===== src/rtl/ghost_motion_unit.sv =====
// Ghost motion unit: takes the requested dx/dy codes on a move tick, probes the two
// leading-edge corner tiles of the candidate step through a synchronous map read port,
// and commits at most one single-pixel step per tick. Also flags sprite overlap with Pac-Man.
module ghost_motion_unit #(
  parameter logic [8:0]  START_X    = 9'd80,
  parameter logic [8:0]  START_Y    = 9'd80,
  parameter int unsigned TILE_SHIFT = 3,
  parameter int unsigned SPRITE     = 8,
  parameter int unsigned MAP_W      = 21,
  parameter int unsigned MAP_H      = 21,
  parameter int unsigned X_FIRST    = 1
) (
  input  logic       clock_in,
  input  logic       rst,
  input  logic       move_tick,
  input  logic [1:0] dx,
  input  logic [1:0] dy,
  input  logic [8:0] pacman_x,
  input  logic [8:0] pacman_y,
  output logic       map_rd,
  output logic [4:0] map_tile_x,
  output logic [4:0] map_tile_y,
  input  logic       map_wall,
  output logic [8:0] ghost_x,
  output logic [8:0] ghost_y,
  output logic       busy,
  output logic       moved,
  output logic       stalled,
  output logic       tick_drop,
  output logic       caught
);

  // Largest legal top-left coordinate: sprite must stay fully inside the map.
  localparam logic [8:0] XMAX = 9'((MAP_W << TILE_SHIFT) - SPRITE);
  localparam logic [8:0] YMAX = 9'((MAP_H << TILE_SHIFT) - SPRITE);
  localparam logic [8:0] SPR  = 9'(SPRITE);
  localparam bit         XF   = (X_FIRST != 0);

  typedef enum logic [1:0] {StIdle, StChk1, StChk2, StEval} state_e;

  state_e     state_q, state_d;
  logic [1:0] dx_q, dx_d, dy_q, dy_d;
  logic       axis_y_q, axis_y_d;   // axis under test: 0 = x, 1 = y
  logic       alt_q, alt_d;         // other axis still eligible and untried
  logic       wall_a_q, wall_a_d;
  logic [8:0] gx_q, gx_d, gy_q, gy_d;
  logic       moved_q, moved_d, stalled_q, stalled_d, drop_q, drop_d, caught_q, caught_d;

  logic       neg;
  logic [8:0] lead_px, side_a_px, side_b_px, side_px;
  logic [4:0] lead_tile, side_tile;
  logic       x_ok, y_ok, first_ok, second_ok;
  logic [8:0] dist_x, dist_y;

  // A step is possible only for a real direction code that keeps the sprite in bounds.
  function automatic logic step_ok(input logic [1:0] code, input logic [8:0] pos,
                                   input logic [8:0] lim);
    logic ok;
    case (code)
      2'b01:   ok = (pos < lim);
      2'b10:   ok = (pos != 9'd0);
      default: ok = 1'b0;
    endcase
    return ok;
  endfunction

  // Leading-edge corner pixels of the candidate position for the axis under test.
  always_comb begin
    neg = axis_y_q ? (dy_q == 2'b10) : (dx_q == 2'b10);
    if (axis_y_q) begin
      lead_px   = neg ? gy_q - 9'd1 : gy_q + SPR;
      side_a_px = gx_q;
      side_b_px = gx_q + SPR - 9'd1;
    end else begin
      lead_px   = neg ? gx_q - 9'd1 : gx_q + SPR;
      side_a_px = gy_q;
      side_b_px = gy_q + SPR - 9'd1;
    end
    side_px   = (state_q == StChk2) ? side_b_px : side_a_px;
    lead_tile = 5'(lead_px >> TILE_SHIFT);
    side_tile = 5'(side_px >> TILE_SHIFT);
  end

  // Map read port: corner A in CHK1, corner B in CHK2, idle-zero otherwise.
  always_comb begin
    map_rd     = (state_q == StChk1) || (state_q == StChk2);
    map_tile_x = '0;
    map_tile_y = '0;
    if (map_rd) begin
      map_tile_x = axis_y_q ? side_tile : lead_tile;
      map_tile_y = axis_y_q ? lead_tile : side_tile;
    end
  end

  // Next-state, step commit and pulse generation.
  always_comb begin
    state_d   = state_q;
    dx_d      = dx_q;
    dy_d      = dy_q;
    axis_y_d  = axis_y_q;
    alt_d     = alt_q;
    wall_a_d  = wall_a_q;
    gx_d      = gx_q;
    gy_d      = gy_q;
    moved_d   = 1'b0;
    stalled_d = 1'b0;
    drop_d    = move_tick && (state_q != StIdle);

    x_ok      = step_ok(dx, gx_q, XMAX);
    y_ok      = step_ok(dy, gy_q, YMAX);
    first_ok  = XF ? x_ok : y_ok;
    second_ok = XF ? y_ok : x_ok;

    dist_x    = (gx_q >= pacman_x) ? gx_q - pacman_x : pacman_x - gx_q;
    dist_y    = (gy_q >= pacman_y) ? gy_q - pacman_y : pacman_y - gy_q;
    caught_d  = (dist_x < SPR) && (dist_y < SPR);

    unique case (state_q)
      StIdle: begin
        if (move_tick) begin
          dx_d = dx;
          dy_d = dy;
          if (first_ok) begin
            axis_y_d = ~XF;
            alt_d    = second_ok;
            state_d  = StChk1;
          end else if (second_ok) begin
            axis_y_d = XF;
            alt_d    = 1'b0;
            state_d  = StChk1;
          end else begin
            stalled_d = 1'b1;
          end
        end
      end
      StChk1: state_d = StChk2;
      StChk2: begin
        wall_a_d = map_wall;
        state_d  = StEval;
      end
      StEval: begin
        if (!wall_a_q && !map_wall) begin
          if (axis_y_q) gy_d = neg ? gy_q - 9'd1 : gy_q + 9'd1;
          else          gx_d = neg ? gx_q - 9'd1 : gx_q + 9'd1;
          moved_d = 1'b1;
          state_d = StIdle;
        end else if (alt_q) begin
          axis_y_d = ~axis_y_q;
          alt_d    = 1'b0;
          state_d  = StChk1;
        end else begin
          stalled_d = 1'b1;
          state_d   = StIdle;
        end
      end
      default: state_d = StIdle;
    endcase
  end

  // State and output registers; reset abandons any evaluation without committing.
  always_ff @(posedge clock_in) begin
    if (rst) begin
      state_q   <= StIdle;
      dx_q      <= '0;
      dy_q      <= '0;
      axis_y_q  <= 1'b0;
      alt_q     <= 1'b0;
      wall_a_q  <= 1'b0;
      gx_q      <= START_X;
      gy_q      <= START_Y;
      moved_q   <= 1'b0;
      stalled_q <= 1'b0;
      drop_q    <= 1'b0;
      caught_q  <= 1'b0;
    end else begin
      state_q   <= state_d;
      dx_q      <= dx_d;
      dy_q      <= dy_d;
      axis_y_q  <= axis_y_d;
      alt_q     <= alt_d;
      wall_a_q  <= wall_a_d;
      gx_q      <= gx_d;
      gy_q      <= gy_d;
      moved_q   <= moved_d;
      stalled_q <= stalled_d;
      drop_q    <= drop_d;
      caught_q  <= caught_d;
    end
  end

  assign ghost_x   = gx_q;
  assign ghost_y   = gy_q;
  assign busy      = (state_q != StIdle);
  assign moved     = moved_q;
  assign stalled   = stalled_q;
  assign tick_drop = drop_q;
  assign caught    = caught_q;

endmodule


===== config.mk =====
export PLATFORM = sky130hd
export DESIGN_NAME = ghost_motion_unit
export DESIGN_NICKNAME = d
export VERILOG_FILES = /design/src/rtl/ghost_motion_unit.sv
export SDC_FILE = /design/constraint.sdc
export NUM_CORES = 1
export LEC_CHECK = 0
export BUFFER_PORTS_ARGS = -buffer_cell sky130_fd_sc_hd__buf_4
export CORE_MARGIN = 4
export CORE_UTILIZATION = 45
export CTS_CLUSTER_SIZE = 10
export DETAILED_ROUTE_END_ITERATION = 10
export PLACE_DENSITY_LB_ADDON = 0.12
export SLEW_MARGIN = 20
export SYNTH_ARGS = -nofsm -noshare
export SYNTH_HDL_FRONTEND = slang
export SYNTH_SLANG_ARGS = --single-unit
export TNS_END_PERCENT = 10

===== constraint.sdc =====
create_clock -name clock_in -period 8.1 [get_ports clock_in]
set_clock_uncertainty 0.1 [all_clocks]
set_input_delay 0.81 -clock clock_in [delete_from_list [all_inputs] [get_ports clock_in]]
set_output_delay 0.81 -clock clock_in [all_outputs]
set_load 0.01 [all_outputs]

==> out/metrics.cfg, run 1 <==
[timing]
drv_slew=0
rsz0062_at_grt=false
fmax_mhz=229
hold_viol=0
tightest_slew_ns=0.990
slew_headroom_pct=33.9
final.period_utilization_pct=53.9
setup_viol=0
fin_tns_setup_ns=0
fin_crit_ns=4.36
holdWs_ns=0.370
worst_slack_ns=3.74

[floorplanning]
floorplan.initialDensity_pct=46.6
coreArea_um2=8300
die_x_um=101
ios=60
die_area_um2=10100
rows=33
die_y_um=101

[yosys]
synth_adder_area_share_pct=16.5
syn_area_per_cell_um2=7.29
synth_area_leaders=ha_1, dfxtp_1, xnor2_1, o21ai_0, nand2_1
synth_top_area_share_pct=16.5
synth.mux.area_fraction_pct=1.65
synth_top_family_by_area=compound AO/OA/AOI/OAI gates
seq_area_frac_synth_pct=16.0
async_flop_share_pct=0
yosys.area.top_type=ha_1
synth-edff-count=0
synth-seq-cells=31
synth.cell_area_um2=3870
syn_inst=531
synth_nets=608
synth_flop_cell=dfxtp_1
yosysWarnings=0
ys_types=72
synth_xor_area_share_pct=9.28
synth-simple-area-share_pct=24.0
synth_compound_area_share_pct=24.5

[clock_network]
clockBufferDepth=2
clockRootBuffer=clkbuf_8
ctsResizeCount=0
numCtsBuffers=5
cts_tree=done
clock_latency_ns=0.29
cts.sinks=31
path_clk_slew_ns=0.07
post_cts_buffers=0
postCtsHoldBufs=0
ctsHtreeMaxLevel=2

[pwr]
p_per_area_nw_per_um2=133
power.leakage_nw=1.93
peakVddDrop_mv=0.113
power.total_uw=589

[hold_path]
hold_depth=2
whs_endpoint=dx_q[1]$_SDFFE_PP0P_
hold_path.startpoint=dx_q[1]$_SDFFE_PP0P_
hold_class=reg2reg

[placed_design]
place_hpwl_mm=8.26
place_inst=673
placement.cell_area_um2=4340
place.gp.congestion=0.889
port_buffers=59
place_ws_ns=4.11

[flow_run]
drv_cap=0

[routing]
vias_per_cell=5.59
wire_per_inst_um=15.8
dr.pass1.iters=5
route.vias.total=3807
first_iter_violations=173
drc=0
drtAntennaViolNets=0
routed_wl_mm=10.8

[setup_path]
cp-start-kind=flop
rr_startpoint=ghost_x[5]$_SDFFE_PP0P_
reg2reg_depth=9
r2r_setup_slack_ns=4.93
worstPathArrival_ns=3.45
rr_endpoint=caught$_SDFF_PP0_
crit_type=reg2out
end_kind=output port
crit_fanout=31
worstPathRequired_ns=7.19

[grt]
globalRouteTotalUtil_pct=21.5
grt_pass1_vias=3720
antenna_found_initial=0
grt_pass1_wl_mm=17.9
grt_overflow=0
grt_start_max_net_pins=32

[cells_and_area]
stdcell_area_um2=4420
area_delta_synth_final_pct=14.3
diodes=0
final_cells=681
utilization_pct=53.3
layout-drive-gt1-share_pct=16.0
nets=652

[outcome]
status=completed

[cell type report]
type	instances	area [µm²]
multi-input cells	425	2940
clock inverters	2	12.5
well taps	105	131
fillers	846	3880
flip-flops and latches	31	621
inverters	52	195
repair buffers	60	450
clock buffers	6	72.6
[critical path, cell delays in order, from the launching register on]
cell      delay [ns]
dfxtp_1         0.98
clkinv_1        0.60
nor4b_2         0.47
o221ai_2        0.20
nor2_4          0.18
xnor2_1         0.13
nand2_1         0.08
xnor2_1         0.15
o211a_1         0.22
buf_4           0.14
[Yosys cell counts, drive strengths merged, types with 3 or more instances]
cell	number
xor2	8
clkbuf	17
and3	4
buf	6
a21o	4
or3	5
a211o	3
inv	49
nor4	3
xnor2	33
dfxtp	31
nand2	55
nand3	19
nand4	4
o211ai	8
ha	51
or2	6
clkinv	3
mux2i	3
nor3	9
and2	9
o21ai	44
a21boi	4
nand2b	8
a31oi	5
nor2b	5
nor2	43
a211oi	5
o21a	5
a21oi	39
nor4b	3
[layer usage]
layer | part of all wire, % | GRT usage, %
met5 | 0 | 0
met2 | 47 | 36.7
met1 | 46 | 28.7
met3 | 5.2 | 2.77
met4 | 1.2 | 5.08
[placed cells by master, fill, tap and decap left out, types with 3 or more instances in the layout]
| master | n |
|---|---|
| buf_4 | 60 |
| nand2_1 | 55 |
| ha_1 | 51 |
| inv_1 | 49 |
| nor2_1 | 42 |
| o21ai_0 | 42 |
| a21oi_1 | 39 |
| xnor2_1 | 33 |
| dfxtp_1 | 31 |
| nand3_1 | 19 |
| nand2b_1 | 8 |
| o211ai_1 | 8 |
| xor2_1 | 8 |
| nor3_1 | 8 |
| and2_1 | 8 |
| or2_2 | 6 |
| o21a_1 | 5 |
| nor2b_1 | 5 |
| a31oi_1 | 5 |
| clkbuf_8 | 5 |
| and3_1 | 4 |
| a21boi_0 | 4 |
| or3_1 | 4 |
| a21o_1 | 4 |
| nand4_1 | 4 |
| a211oi_1 | 3 |
| mux2i_1 | 3 |
| clkinv_1 | 3 |
[cells by family (layout without fill, tap and decap cells)]
| kind of cell | after synthesis | in the layout |
|---|---|---|
| flops | 31 | 31 |
| buf+inv | 75 | 120 |
| fa+ha+maj | 51 | 51 |
| simple gates | 184 | 184 |
| mux | 5 | 5 |
| xor+xnor | 41 | 41 |
| compound gates | 144 | 144 |
[flip-flops by register name, indices dropped and copies added, names as in the netlist]
signal     count
alt_q          1
axis_y_q       1
caught         1
dx_q           2
dy_q           2
ghost_x        9
ghost_y        9
moved          1
stalled        1
state_q        2
tick_drop      1
wall_a_q       1
[where the power goes]
part | switching, mW | internal [mW] | total (mW)
Clock | 0.0668 | 0.0601 | 0.127
Combinational | 0.155 | 0.122 | 0.277
Sequential | 0.0204 | 0.164 | 0.185
[worst max path at each step]
stage          slack [ns]       endpoint                    start
2_1_floorplan        4.90  map_tile_y[4]  ghost_y[3]$_SDFFE_PP0P_
3_3_place_gp         4.26  map_tile_y[4]    axis_y_q$_SDFFE_PP0P_
3_5_place_dp         4.11  map_tile_y[4]    axis_y_q$_SDFFE_PP0P_
4_1_cts              3.78  map_tile_y[4]    axis_y_q$_SDFFE_PP0P_
5_1_grt              3.39  map_tile_x[4]    axis_y_q$_SDFFE_PP0P_
6_report             3.74  map_tile_y[4]    axis_y_q$_SDFFE_PP0P_
No activity file was read; power rests on OpenSTA's default activity.
==> run 2, diff against run 1 <==
Settings changed: ABC_AREA set to 1.
Clock period 8.1 ns to 4 ns, I/O delays scaled along.
==> out/metrics.cfg, run 2 <==
[outcome]
status=completed

[yosys]
synth_flop_cell=dfxtp_1
async_flop_share_pct=0  ; unchanged
synth.most_common_cell=nand2_1
yosys.area.top_type=nand2_1
syn_area_per_cell_um2=5.65  ; -22%
ys_top_cells_by_count=nand2_1, inv_1, nand3_1
synth_nets=849  ; +40%
ys_types=36  ; -50%
seq_area_frac_synth_pct=14.2  ; -1.8 points
synth-seq-cells=31  ; unchanged
syn_inst=772  ; +45%
synth-edff-count=0  ; unchanged
synth_top_area_share_pct=20.1  ; +3.6 points
synth.cell_area_um2=4360  ; +13%
synth_area_leaders=nand2_1, ha_1, dfxtp_1, inv_1, nand3_1
yosysWarnings=0  ; unchanged

[cells_and_area]
layout_commonest_cell=nand2_1
layout-drive-gt1-share_pct=12.6  ; -3.3 points
final_cell_mix=nand2_1, inv_1, nand3_1
nets=899  ; +38%
seqCellArea_um2=621  ; unchanged
utilization_pct=53.6  ; +0.30 points
fillers=997  ; +18%
multiInputGateArea_um2=3140  ; +6.9%
stdcell_area_um2=5000  ; +13%
diodes=0  ; unchanged
area_delta_synth_final_pct=14.5

[setup_path]
end_kind=output port
crit_type=reg2out
worstPathRequired_ns=3.50  ; -3.69 ns
crit_buf_inv=3  ; +1
crit_fanout=26  ; -16%
crit_end=map_tile_x[4]
rr_endpoint=ghost_y[5]$_SDFFE_PP0P_
worstPathArrival_ns=2.56  ; -0.89 ns
cp-start-kind=flop
path_delay_family=flip-flops
reg2reg_depth=6  ; -3
max_stage_delay_ns=0.77  ; -0.21 ns
cp_num_cells=10  ; +1
worstPathCellList=inv_2 -> nand3b_1 -> nand2_1 -> inv_2 -> a21oi_1 -> o21ai_0 -> o211ai_1 -> nand2_1 -> a21oi_1 -> buf_4
crit_slowest_cell=dfxtp_1
r2r_setup_slack_ns=1.40  ; -3.53 ns
startpoint=axis_y_q$_SDFFE_PP0P_
rr_startpoint=axis_y_q$_SDFFE_PP0P_

[pwr]
peakVddDrop_mv=0.351  ; +210%
p_per_area_nw_per_um2=325  ; +140%
power.total_mw=1.63  ; +180%
power.leakage_nw=2.74  ; +42%

[timing]
slew_headroom_pct=49.7  ; +16 points
drv_slew=0  ; unchanged
fin_crit_ns=3.06
fin_tns_setup_ns=0  ; unchanged
rsz0062_at_grt=false
holdWs_ns=0.261  ; -0.109 ns
hold_viol=0  ; unchanged
setup_viol=0  ; unchanged
fmax_mhz=327
tightest_slew_ns=0.752  ; -0.237 ns
final.period_utilization_pct=76.5

[routing]
drc=0  ; unchanged
drtAntennaViolNets=0  ; unchanged
routed_wl_mm=13.1  ; +21%
first_iter_violations=359  ; +110%
route.vias.total=4913  ; +29%
wire_per_inst_um=13.7  ; -13%
vias_per_cell=5.16  ; -7.7%
dr.pass1.iters=5  ; unchanged

[grt]
grt_overflow=0  ; unchanged
globalRouteTotalUtil_pct=22.9  ; +1.4 points
grt_start_max_net_pins=27  ; -16%
antenna_found_initial=0  ; unchanged
grt_pass1_wl_mm=21.6  ; +21%
grt_pass1_vias=4548  ; +22%

[hold_path]
hold_class=in2reg

[floorplanning]
die_area_um2=11300  ; +12%
rows=35  ; +6.1%
coreArea_um2=9330  ; +12%
die_x_um=106  ; +5.7%
ios=60  ; unchanged
floorplan.initialDensity_pct=46.8  ; +0.17 points
die_y_um=106  ; +5.7%

[clock_network]
path_clk_slew_ns=0.07  ; about the same
clockRootBuffer=clkbuf_8
clockBufferDepth=2  ; unchanged
clock_latency_ns=0.29  ; about the same
numCtsBuffers=5  ; unchanged
ctsHtreeMaxLevel=2  ; unchanged
ctsResizeCount=0  ; unchanged
post_cts_buffers=0  ; unchanged
cts_tree=done
cts.sinks=31  ; unchanged
postCtsHoldBufs=0  ; unchanged

[flow_run]
drv_cap=0  ; unchanged

[placed_design]
placement.cell_area_um2=4890  ; +13%
place.gp.congestion=0.910  ; +2.3%
port_buffers=59  ; unchanged
place_hpwl_mm=10.4  ; +26%

[run 2: changes by cell type after synthesis, sizes merged, moves of 9 or more]
cell / before / now
clkbuf: 17 / 6
and2: 9 / 0
inv: 49 / 135
nand3: 19 / 69
nand2: 55 / 246
xnor2: 33 / 1
a21oi: 39 / 50
o21ai: 44 / 57
nor2: 43 / 62
[run 2: logic make-up after synthesis]
logic type	share of synthesized area, %
AOI/OAI and AO/OA	16.0
xor gates and xnor gates	1.81
adders and majority gates	14.6
buffers and inverters	13.8
DFF	14.2
and+or+nand+nor	39.6
[run 2: layout make-up]
class	count	share of cell area, %
timing repair buffer	61	9.16
inverter	136	10.2
sequential	31	12.4
clock inverter	1	0.150
tap	129	3.23
multi-input combinational	587	62.9
clock buffer	7	1.93
[run 2: per-layer routing]
metal / vias to the layer above / part of all wire, % / global-route usage (%)
met1: 2215 / 46 / 31.2
li1: 2545 / - / -
met2: 140 / 47 / 39.3
met4: 0 / 1.2 / 4.38
met5: - / 0 / 0
met3: 13 / 5.0 / 2.61
[run 2: per-stage QoR]
stage | setup WS (ns) | instances
CTS | 0.957 | 952
detailed placement | 1.28 | 944
global route | 0.645 | 952
global placement | 1.34 | 944
finish | 0.941 | 952
floorplan | 1.69 | 772
[run 2: worst min path at each step]
| stage | start | to | slack [ns] | cells past startpoint |
|---|---|---|---|---|
| 2_1_floorplan | alt_q$_SDFFE_PP0P_ | alt_q$_SDFFE_PP0P_ | 0.35 | 2 |
| 3_3_place_gp | alt_q$_SDFFE_PP0P_ | alt_q$_SDFFE_PP0P_ | 0.38 | 2 |
| 3_5_place_dp | alt_q$_SDFFE_PP0P_ | alt_q$_SDFFE_PP0P_ | 0.40 | 2 |
| 4_1_cts | map_wall | wall_a_q$_SDFFE_PP0P_ | 0.26 | 3 |
| 5_1_grt | move_tick | tick_drop$_SDFF_PP0_ | 0.27 | 3 |
| 6_report | map_wall | wall_a_q$_SDFFE_PP0P_ | 0.26 | 3 |
[run 2: power by group]
group,switching (mW),internal [mW]
Combinational,0.587,0.354
Sequential,0.0513,0.343
Clock,0.134,0.157
Total,0.772,0.854
[run 2: worst reg2reg max path: stages (launching register included)]
cell	delay [ns]
dfxtp_1	0.77
inv_2	0.35
nor2_1	0.68
inv_1	0.27
a21oi_1	0.21
o211ai_1	0.10
inv_1	0.08
